==> src/rtl/core_pkg.sv <==
// core_pkg
// Shared definitions for the memory port arbiter slice.
//   WORD_W      : width of addresses and data words on every port
//   ret_state_e : owner of the read data returning from the memory
//                 one cycle after a grant
package core_pkg;

  localparam int WORD_W = 16;

  typedef enum logic [1:0] {
    RET_NONE = 2'd0,
    RET_IF   = 2'd1,
    RET_DM   = 2'd2
  } ret_state_e;

endpackage

==> src/rtl/mem_port_arbiter_if.sv <==
// mem_port_arbiter_if
// Bundles the fetch port, data port and memory-side signals of the arbiter.
//   fetch  : if_req, if_addr -> if_gnt, if_rdata, if_rvalid, stall_if
//   data   : dm_req, dm_we, dm_addr, dm_wdata -> dm_gnt, dm_rdata, dm_rvalid
//   memory : mem_en, mem_we, mem_addr, mem_wdata -> mem_rdata
// Modports:
//   master : the core pipeline plus memory (drives requests and mem_rdata)
//   slave  : the arbiter (drives grants, returns and the memory command)
interface mem_port_arbiter_if;
  import core_pkg::*;

  logic              if_req;
  logic [WORD_W-1:0] if_addr;
  logic              if_gnt;
  logic [WORD_W-1:0] if_rdata;
  logic              if_rvalid;
  logic              stall_if;

  logic              dm_req;
  logic              dm_we;
  logic [WORD_W-1:0] dm_addr;
  logic [WORD_W-1:0] dm_wdata;
  logic              dm_gnt;
  logic [WORD_W-1:0] dm_rdata;
  logic              dm_rvalid;

  logic              mem_en;
  logic              mem_we;
  logic [WORD_W-1:0] mem_addr;
  logic [WORD_W-1:0] mem_wdata;
  logic [WORD_W-1:0] mem_rdata;

  modport master (
    output if_req, if_addr, dm_req, dm_we, dm_addr, dm_wdata, mem_rdata,
    input  if_gnt, if_rdata, if_rvalid, stall_if,
           dm_gnt, dm_rdata, dm_rvalid,
           mem_en, mem_we, mem_addr, mem_wdata
  );

  modport slave (
    input  if_req, if_addr, dm_req, dm_we, dm_addr, dm_wdata, mem_rdata,
    output if_gnt, if_rdata, if_rvalid, stall_if,
           dm_gnt, dm_rdata, dm_rvalid,
           mem_en, mem_we, mem_addr, mem_wdata
  );

endinterface

==> src/rtl/arb_starve_counter.sv <==
// arb_starve_counter
// Counts consecutive cycles in which a pending fetch lost the memory port
// to the data stage. Saturates at STARVE_LIMIT.
// Ports:
//   clk, reset : clock and synchronous active-high reset
//   if_req     : fetch is requesting this cycle
//   if_gnt     : fetch was granted this cycle
//   dm_gnt     : data was granted this cycle
//   cnt        : current starvation count
module arb_starve_counter #(
  parameter int STARVE_LIMIT = 3,
  parameter int CNT_W        = 2
) (
  input  logic             clk,
  input  logic             reset,
  input  logic             if_req,
  input  logic             if_gnt,
  input  logic             dm_gnt,
  output logic [CNT_W-1:0] cnt
);

  localparam logic [CNT_W-1:0] LIMIT = CNT_W'(STARVE_LIMIT);

  logic [CNT_W-1:0] cnt_q;
  logic [CNT_W-1:0] cnt_d;

  // Any cycle where fetch is idle or wins ends the losing streak.
  always_comb begin
    cnt_d = cnt_q;
    if (!if_req || if_gnt) begin
      cnt_d = '0;
    end else if (dm_gnt && (cnt_q != LIMIT)) begin
      cnt_d = cnt_q + CNT_W'(1);
    end
  end

  always_ff @(posedge clk) begin
    if (reset) begin
      cnt_q <= '0;
    end else begin
      cnt_q <= cnt_d;
    end
  end

  assign cnt = cnt_q;

endmodule

==> src/rtl/mem_port_arbiter.sv <==
// mem_port_arbiter
// Shares one single-port synchronous memory between instruction fetch and
// the data stage. Data normally wins; fetch is forced through once it has
// lost STARVE_LIMIT cycles in a row. Read data returns one cycle after the
// grant and is steered to whichever port issued the read.
// Ports:
//   clk   : clock, rising edge
//   reset : synchronous active-high reset
//   bus   : slave side of mem_port_arbiter_if (fetch, data and memory
//           signals)
module mem_port_arbiter
  import core_pkg::*;
#(
  parameter int STARVE_LIMIT = 3
) (
  input logic               clk,
  input logic               reset,
  mem_port_arbiter_if.slave bus
);

  // A limit of zero still needs a one-bit counter; it simply never leaves 0,
  // which makes fetch win every conflict.
  localparam int CNT_W = (STARVE_LIMIT > 0) ? $clog2(STARVE_LIMIT + 1) : 1;
  localparam logic [CNT_W-1:0] LIMIT = CNT_W'(STARVE_LIMIT);

  logic [CNT_W-1:0] starve_cnt;
  logic             starve_hit;
  logic             if_gnt_c;
  logic             dm_gnt_c;
  logic             dm_rd_gnt;

  logic              mem_en_c;
  logic              mem_we_c;
  logic [WORD_W-1:0] mem_addr_c;
  logic [WORD_W-1:0] mem_wdata_c;

  logic              if_rvalid_c;
  logic              dm_rvalid_c;
  logic [WORD_W-1:0] if_rdata_c;
  logic [WORD_W-1:0] dm_rdata_c;

  ret_state_e ret_q;
  ret_state_e ret_d;

  arb_starve_counter #(
    .STARVE_LIMIT (STARVE_LIMIT),
    .CNT_W        (CNT_W)
  ) u_starve (
    .clk    (clk),
    .reset  (reset),
    .if_req (bus.if_req),
    .if_gnt (if_gnt_c),
    .dm_gnt (dm_gnt_c),
    .cnt    (starve_cnt)
  );

  // Grant decision: data first unless fetch has starved long enough.
  // Reset masks both grants so nothing reaches the memory.
  always_comb begin
    starve_hit = bus.if_req && (starve_cnt == LIMIT);
    dm_gnt_c   = !reset && bus.dm_req && !starve_hit;
    if_gnt_c   = !reset && bus.if_req && !dm_gnt_c;
    dm_rd_gnt  = dm_gnt_c && !bus.dm_we;
  end

  // Memory command mux; the bus is driven to all zeros when idle.
  always_comb begin
    mem_en_c    = 1'b0;
    mem_we_c    = 1'b0;
    mem_addr_c  = '0;
    mem_wdata_c = '0;
    if (dm_gnt_c) begin
      mem_en_c    = 1'b1;
      mem_we_c    = bus.dm_we;
      mem_addr_c  = bus.dm_addr;
      mem_wdata_c = bus.dm_wdata;
    end else if (if_gnt_c) begin
      mem_en_c    = 1'b1;
      mem_addr_c  = bus.if_addr;
    end
  end

  // Return-owner state register.
  always_ff @(posedge clk) begin
    if (reset) begin
      ret_q <= RET_NONE;
    end else begin
      ret_q <= ret_d;
    end
  end

  // Next return owner; writes produce no return.
  always_comb begin
    ret_d = RET_NONE;
    if (if_gnt_c) begin
      ret_d = RET_IF;
    end else if (dm_rd_gnt) begin
      ret_d = RET_DM;
    end
  end

  // Steer returning read data; a read in flight when reset asserts is
  // dropped here, and the state clear on the same edge stops it later.
  always_comb begin
    if_rvalid_c = !reset && (ret_q == RET_IF);
    dm_rvalid_c = !reset && (ret_q == RET_DM);
    if_rdata_c  = if_rvalid_c ? bus.mem_rdata : '0;
    dm_rdata_c  = dm_rvalid_c ? bus.mem_rdata : '0;
  end

  assign bus.if_gnt    = if_gnt_c;
  assign bus.dm_gnt    = dm_gnt_c;
  assign bus.stall_if  = bus.if_req && !if_gnt_c && !reset;
  assign bus.mem_en    = mem_en_c;
  assign bus.mem_we    = mem_we_c;
  assign bus.mem_addr  = mem_addr_c;
  assign bus.mem_wdata = mem_wdata_c;
  assign bus.if_rvalid = if_rvalid_c;
  assign bus.if_rdata  = if_rdata_c;
  assign bus.dm_rvalid = dm_rvalid_c;
  assign bus.dm_rdata  = dm_rdata_c;

endmodule

==> src/flat_wrapper.sv <==
// flat-port wrapper written by rule: the top's interface ports become plain ports
module mem_port_arbiter_flat import core_pkg::*;
#(
  parameter int STARVE_LIMIT = 3
)
  (clk, reset, bus_if_req, bus_if_addr, bus_dm_req, bus_dm_we, bus_dm_addr, bus_dm_wdata, bus_mem_rdata, bus_if_gnt, bus_if_rdata, bus_if_rvalid, bus_stall_if, bus_dm_gnt, bus_dm_rdata, bus_dm_rvalid, bus_mem_en, bus_mem_we, bus_mem_addr, bus_mem_wdata);
  mem_port_arbiter_if bus_i ();
  input logic clk;
  input logic reset;
  input wire logic [$bits(bus_i.if_req)-1:0] bus_if_req;
  input wire logic [$bits(bus_i.if_addr)-1:0] bus_if_addr;
  input wire logic [$bits(bus_i.dm_req)-1:0] bus_dm_req;
  input wire logic [$bits(bus_i.dm_we)-1:0] bus_dm_we;
  input wire logic [$bits(bus_i.dm_addr)-1:0] bus_dm_addr;
  input wire logic [$bits(bus_i.dm_wdata)-1:0] bus_dm_wdata;
  input wire logic [$bits(bus_i.mem_rdata)-1:0] bus_mem_rdata;
  output wire logic [$bits(bus_i.if_gnt)-1:0] bus_if_gnt;
  output wire logic [$bits(bus_i.if_rdata)-1:0] bus_if_rdata;
  output wire logic [$bits(bus_i.if_rvalid)-1:0] bus_if_rvalid;
  output wire logic [$bits(bus_i.stall_if)-1:0] bus_stall_if;
  output wire logic [$bits(bus_i.dm_gnt)-1:0] bus_dm_gnt;
  output wire logic [$bits(bus_i.dm_rdata)-1:0] bus_dm_rdata;
  output wire logic [$bits(bus_i.dm_rvalid)-1:0] bus_dm_rvalid;
  output wire logic [$bits(bus_i.mem_en)-1:0] bus_mem_en;
  output wire logic [$bits(bus_i.mem_we)-1:0] bus_mem_we;
  output wire logic [$bits(bus_i.mem_addr)-1:0] bus_mem_addr;
  output wire logic [$bits(bus_i.mem_wdata)-1:0] bus_mem_wdata;
  assign bus_i.if_req = bus_if_req;
  assign bus_i.if_addr = bus_if_addr;
  assign bus_i.dm_req = bus_dm_req;
  assign bus_i.dm_we = bus_dm_we;
  assign bus_i.dm_addr = bus_dm_addr;
  assign bus_i.dm_wdata = bus_dm_wdata;
  assign bus_i.mem_rdata = bus_mem_rdata;
  assign bus_if_gnt = bus_i.if_gnt;
  assign bus_if_rdata = bus_i.if_rdata;
  assign bus_if_rvalid = bus_i.if_rvalid;
  assign bus_stall_if = bus_i.stall_if;
  assign bus_dm_gnt = bus_i.dm_gnt;
  assign bus_dm_rdata = bus_i.dm_rdata;
  assign bus_dm_rvalid = bus_i.dm_rvalid;
  assign bus_mem_en = bus_i.mem_en;
  assign bus_mem_we = bus_i.mem_we;
  assign bus_mem_addr = bus_i.mem_addr;
  assign bus_mem_wdata = bus_i.mem_wdata;
  mem_port_arbiter #(.STARVE_LIMIT(STARVE_LIMIT)) u_core (.clk(clk), .reset(reset), .bus(bus_i));
endmodule
==> config.mk <==
export PLATFORM = sky130hd
export DESIGN_NAME = mem_port_arbiter_flat
export DESIGN_NICKNAME = d
export VERILOG_FILES = /design/src/rtl/core_pkg.sv /design/src/rtl/mem_port_arbiter_if.sv /design/src/rtl/arb_starve_counter.sv /design/src/rtl/mem_port_arbiter.sv /design/src/flat_wrapper.sv
export SDC_FILE = /design/constraint.sdc
export NUM_CORES = 1
export LEC_CHECK = 0
export CAP_MARGIN = 25
export CORE_MARGIN = 1.5
export CORE_UTILIZATION = 20
export CTS_CLUSTER_DIAMETER = 200
export CTS_CLUSTER_SIZE = 28
export DETAILED_ROUTE_END_ITERATION = 12
export PLACE_DENSITY = 0.81
export SETUP_SLACK_MARGIN = 0.4
export SLEW_MARGIN = 10
export SYNTH_ARGS = -nofsm -noshare
export SYNTH_HDL_FRONTEND = slang
export SYNTH_HIERARCHICAL = 1
export SYNTH_SLANG_ARGS = --single-unit
==> constraint.sdc <==
create_clock -name clk -period 2.25 [get_ports clk]
set_clock_uncertainty 0.1 [all_clocks]
set_input_delay 0.45 -clock clk [delete_from_list [all_inputs] [get_ports clk]]
set_output_delay 0.45 -clock clk [all_outputs]
set_load 0.03 [all_outputs]
==> flow_metrics.tcl <==
set metrics [dict create \
    outcome "completed" \
    yosys-top-cells-count "and2_1 (50), a22o_2 (16), dfxtp_1 (4), nor2_1 (4), buf_6 (3)" \
    htree_levels 1 \
    drt_iter0_drc 17 \
    place_hpwl_mm 2.985 \
    cp-start-kind "input port" \
    critPathArrivalTime_ns 1.46 \
    nFillCells 189 \
    max_freq_ghz 0.4963 \
    wl_met1_mm 1.597 \
    area_growth_pct 273.4 \
    rsz0062_at_grt "yes" \
    synth_cells 94 \
    grt_pass1_vias 1413 \
    setup_viol 0 \
    drc_errors 0 \
    netlist.area_leader.share_pct 42.02 \
    overflow 0 \
    routed-wl-met3_um 446 \
    ys_seq_area_share_pct 10.76 \
    numCtsBuffers 3 \
    final_core_util_pct 80.77 \
    maxSlewHeadroom_pct 82.04 \
    critPathCaptureType "output port" \
    syn_nets 164 \
    hold_path.class "flop to flop" \
    dieWidth_um 64.01 \
    synth.area.top_cells "and2_1 (42%), a22o_2 (22%), dfxtp_1 (11%), buf_6 (4.5%), a311oi_4 (3.5%)" \
    yosysWarnings 6 \
    drive_above_1_share_pct 68.53 \
    tightest_slew_ns 0.2691 \
    drtAntennaViolNets 0 \
    clkLatencyLatePin_ns 0.22 \
    grt_pass1_wl_mm 6.720 \
    core.rowCount 21 \
    synth.most_common_cell "and2_1" \
    grt_antenna_before_repair 0 \
    io_pins 140 \
    totalWireLength_mm 4.626 \
    ys_ff_latch 4 \
    clkSinkCount 4 \
    clk_pin_slew_worst_paths_ns 0.03 \
    clk_path_buf_depth 2 \
    synth_area_per_cell_um2 7.920 \
    p_sw_share_pct 33.46 \
    clkPwrFrac_pct 21.7 \
    final_nets 323 \
    place.gp.congestion 0.7484 \
    intPower_mw 0.4645 \
    synth_edf_count 0 \
    diodes 0 \
    port_buffers 139 \
    postCtsHoldBufs 0 \
    die_area_um2 4097 \
    wl_per_cell_um 15.58 \
    timing.final.crit_share_pct 89.54 \
    fin_ws_ns 0.2352 \
    top_layer_used "met4" \
    worstSetupPathType "input port to output port" \
    dr.pass1.iters 3 \
    grt_max_degree 19 \
    peakVddDrop_mv 0.2187 \
    vias_per_cell 4.522 \
    cts_root_buffer "clkbuf_8" \
    drv_slew 0 \
    ys_async_sr_fraction_pct 0 \
    cts_tree "built" \
    dp_slack_ns -0.1574 \
    syn_area_um2 744.5 \
    power_density_nw_per_um2 251.1 \
    period_needed_ns 2.015 \
    share_comb_of_total_power_pct 67.3 \
    max_cap_violations 0 \
    groute.usage.overall_pct 20.74 \
    wl_met2_mm 2.575 \
    crit_fanout 5 \
    synth_top_area_cell "and2_1" \
    ys.flop_type "dfxtp_1" \
    worst_ep_required_time_ns 1.70 \
    seqPwrFrac_pct 11.0 \
    floorplan.initialDensity_pct 21.63 \
    leakagePower_nw 1.309 \
    vias 1343 \
    die_h_um 64.01 \
    hold_violations 0 \
    yosys.cell_types.count 20 \
    netSwitchingPower_mw 0.2336 \
    core_um2 3442 \
]
==> power groups by stage <==
stage                     sequential, mW  combinational, mW  clock [mW]
after global routing              0.0769              0.490       0.164
after floorplan                   0.0763              0.169           0
after global placement            0.0767              0.366           0
after detailed placement          0.0767              0.369           0
after CTS                         0.0766              0.442       0.153
final                             0.0769              0.470       0.151
==> through the flow <==
step	total power, mW	hold WS [ns]	area, um^2	std cells	setup TNS, ns
floorplan	0.2452	0.4419	844.6	94	0
global placement	0.4428	0.4849	2136	282	-6.411
detailed placement	0.4462	0.4804	2136	282	-7.206
CTS	0.6724	0.4514	2675	295	0
global route	0.7310	0.4652	2780	297	0
finish	0.6981	0.4497	2780	297	0
==> worst max-delay path, stage by stage <==
cell	delay, ns
buf_8	0.10
a311oi_4	0.31
buf_6	0.19
buf_6	0.14
and2_4	0.15
buf_6	0.12
==> flip-flops by register name, summed over array words and instances, names as in the netlist <==
register and flops:
u_core/u_starve/cnt 2, u_core/ret_q 2
==> layer usage <==
metal | vias up | track usage (%)
met2 | 84 | 41.93
met3 | 2 | 7.570
li1 | 637 | -
met5 | - | 0
met1 | 620 | 19.60
met4 | 0 | 3.804
==> placed cells by master (no fill, tap or decap), drive strengths merged <==
master and n:
nand2b 1, dfxtp 4, and2 50, clkdlybuf4s50 65, inv 1, ha 1, and2b 1, nand2 1
nor3b 2, a311oi 1, a22o 16, nor2b 1, mux2i 1, a21oi 2, buf 95, clkbuf 3
or3b 1, nor2 4, xnor2 1
==> worst paths after layout <==
check / end / depth (start not counted) / start / slack (ns)
max: bus_mem_wdata[4] / 6 / bus_if_req / 0.24
min: u_core/u_starve/cnt[1]$_SDFFE_PP0P_ / 2 / u_core/u_starve/cnt[1]$_SDFFE_PP0P_ / 0.45
min reg2reg: u_core/u_starve/cnt[1]$_SDFFE_PP0P_ / 2 / u_core/u_starve/cnt[1]$_SDFFE_PP0P_ / 0.45
max reg2reg: u_core/u_starve/cnt[1]$_SDFFE_PP0P_ / 7 / u_core/u_starve/cnt[1]$_SDFFE_PP0P_ / 0.55
==> layout make-up <==
cell class	instances	area, um^2	share of cell area (%)
Clock buffer	3	41.29	1.485
Tap cell	46	57.56	2.070
Multi-Input combinational cell	83	877.1	31.55
Sequential cell	4	82.58	2.970
Timing Repair Buffer	160	1718	61.79
Inverter	1	3.754	0.1350
==> logic make-up after synthesis <==
kind of cell / count (synthesis) / share of synthesized area, %
and+or+nand+nor: 61 / 50.42
AOI/OAI and AO/OA: 19 / 26.89
buffers and inverters: 7 / 7.729
DFF: 4 / 10.76
xor gates and xnor gates: 1 / 1.177
muxes: 1 / 1.345
adders and majority gates: 1 / 1.680
==> timing repair <==
action,4_1_cts,5_1_grt
gates resized for setup,144,32
cloned,7,1
pin swaps,39,32
buffers inserted,3,1
setup endpoints to repair,73,71
(Power assumes the default switching activity.)
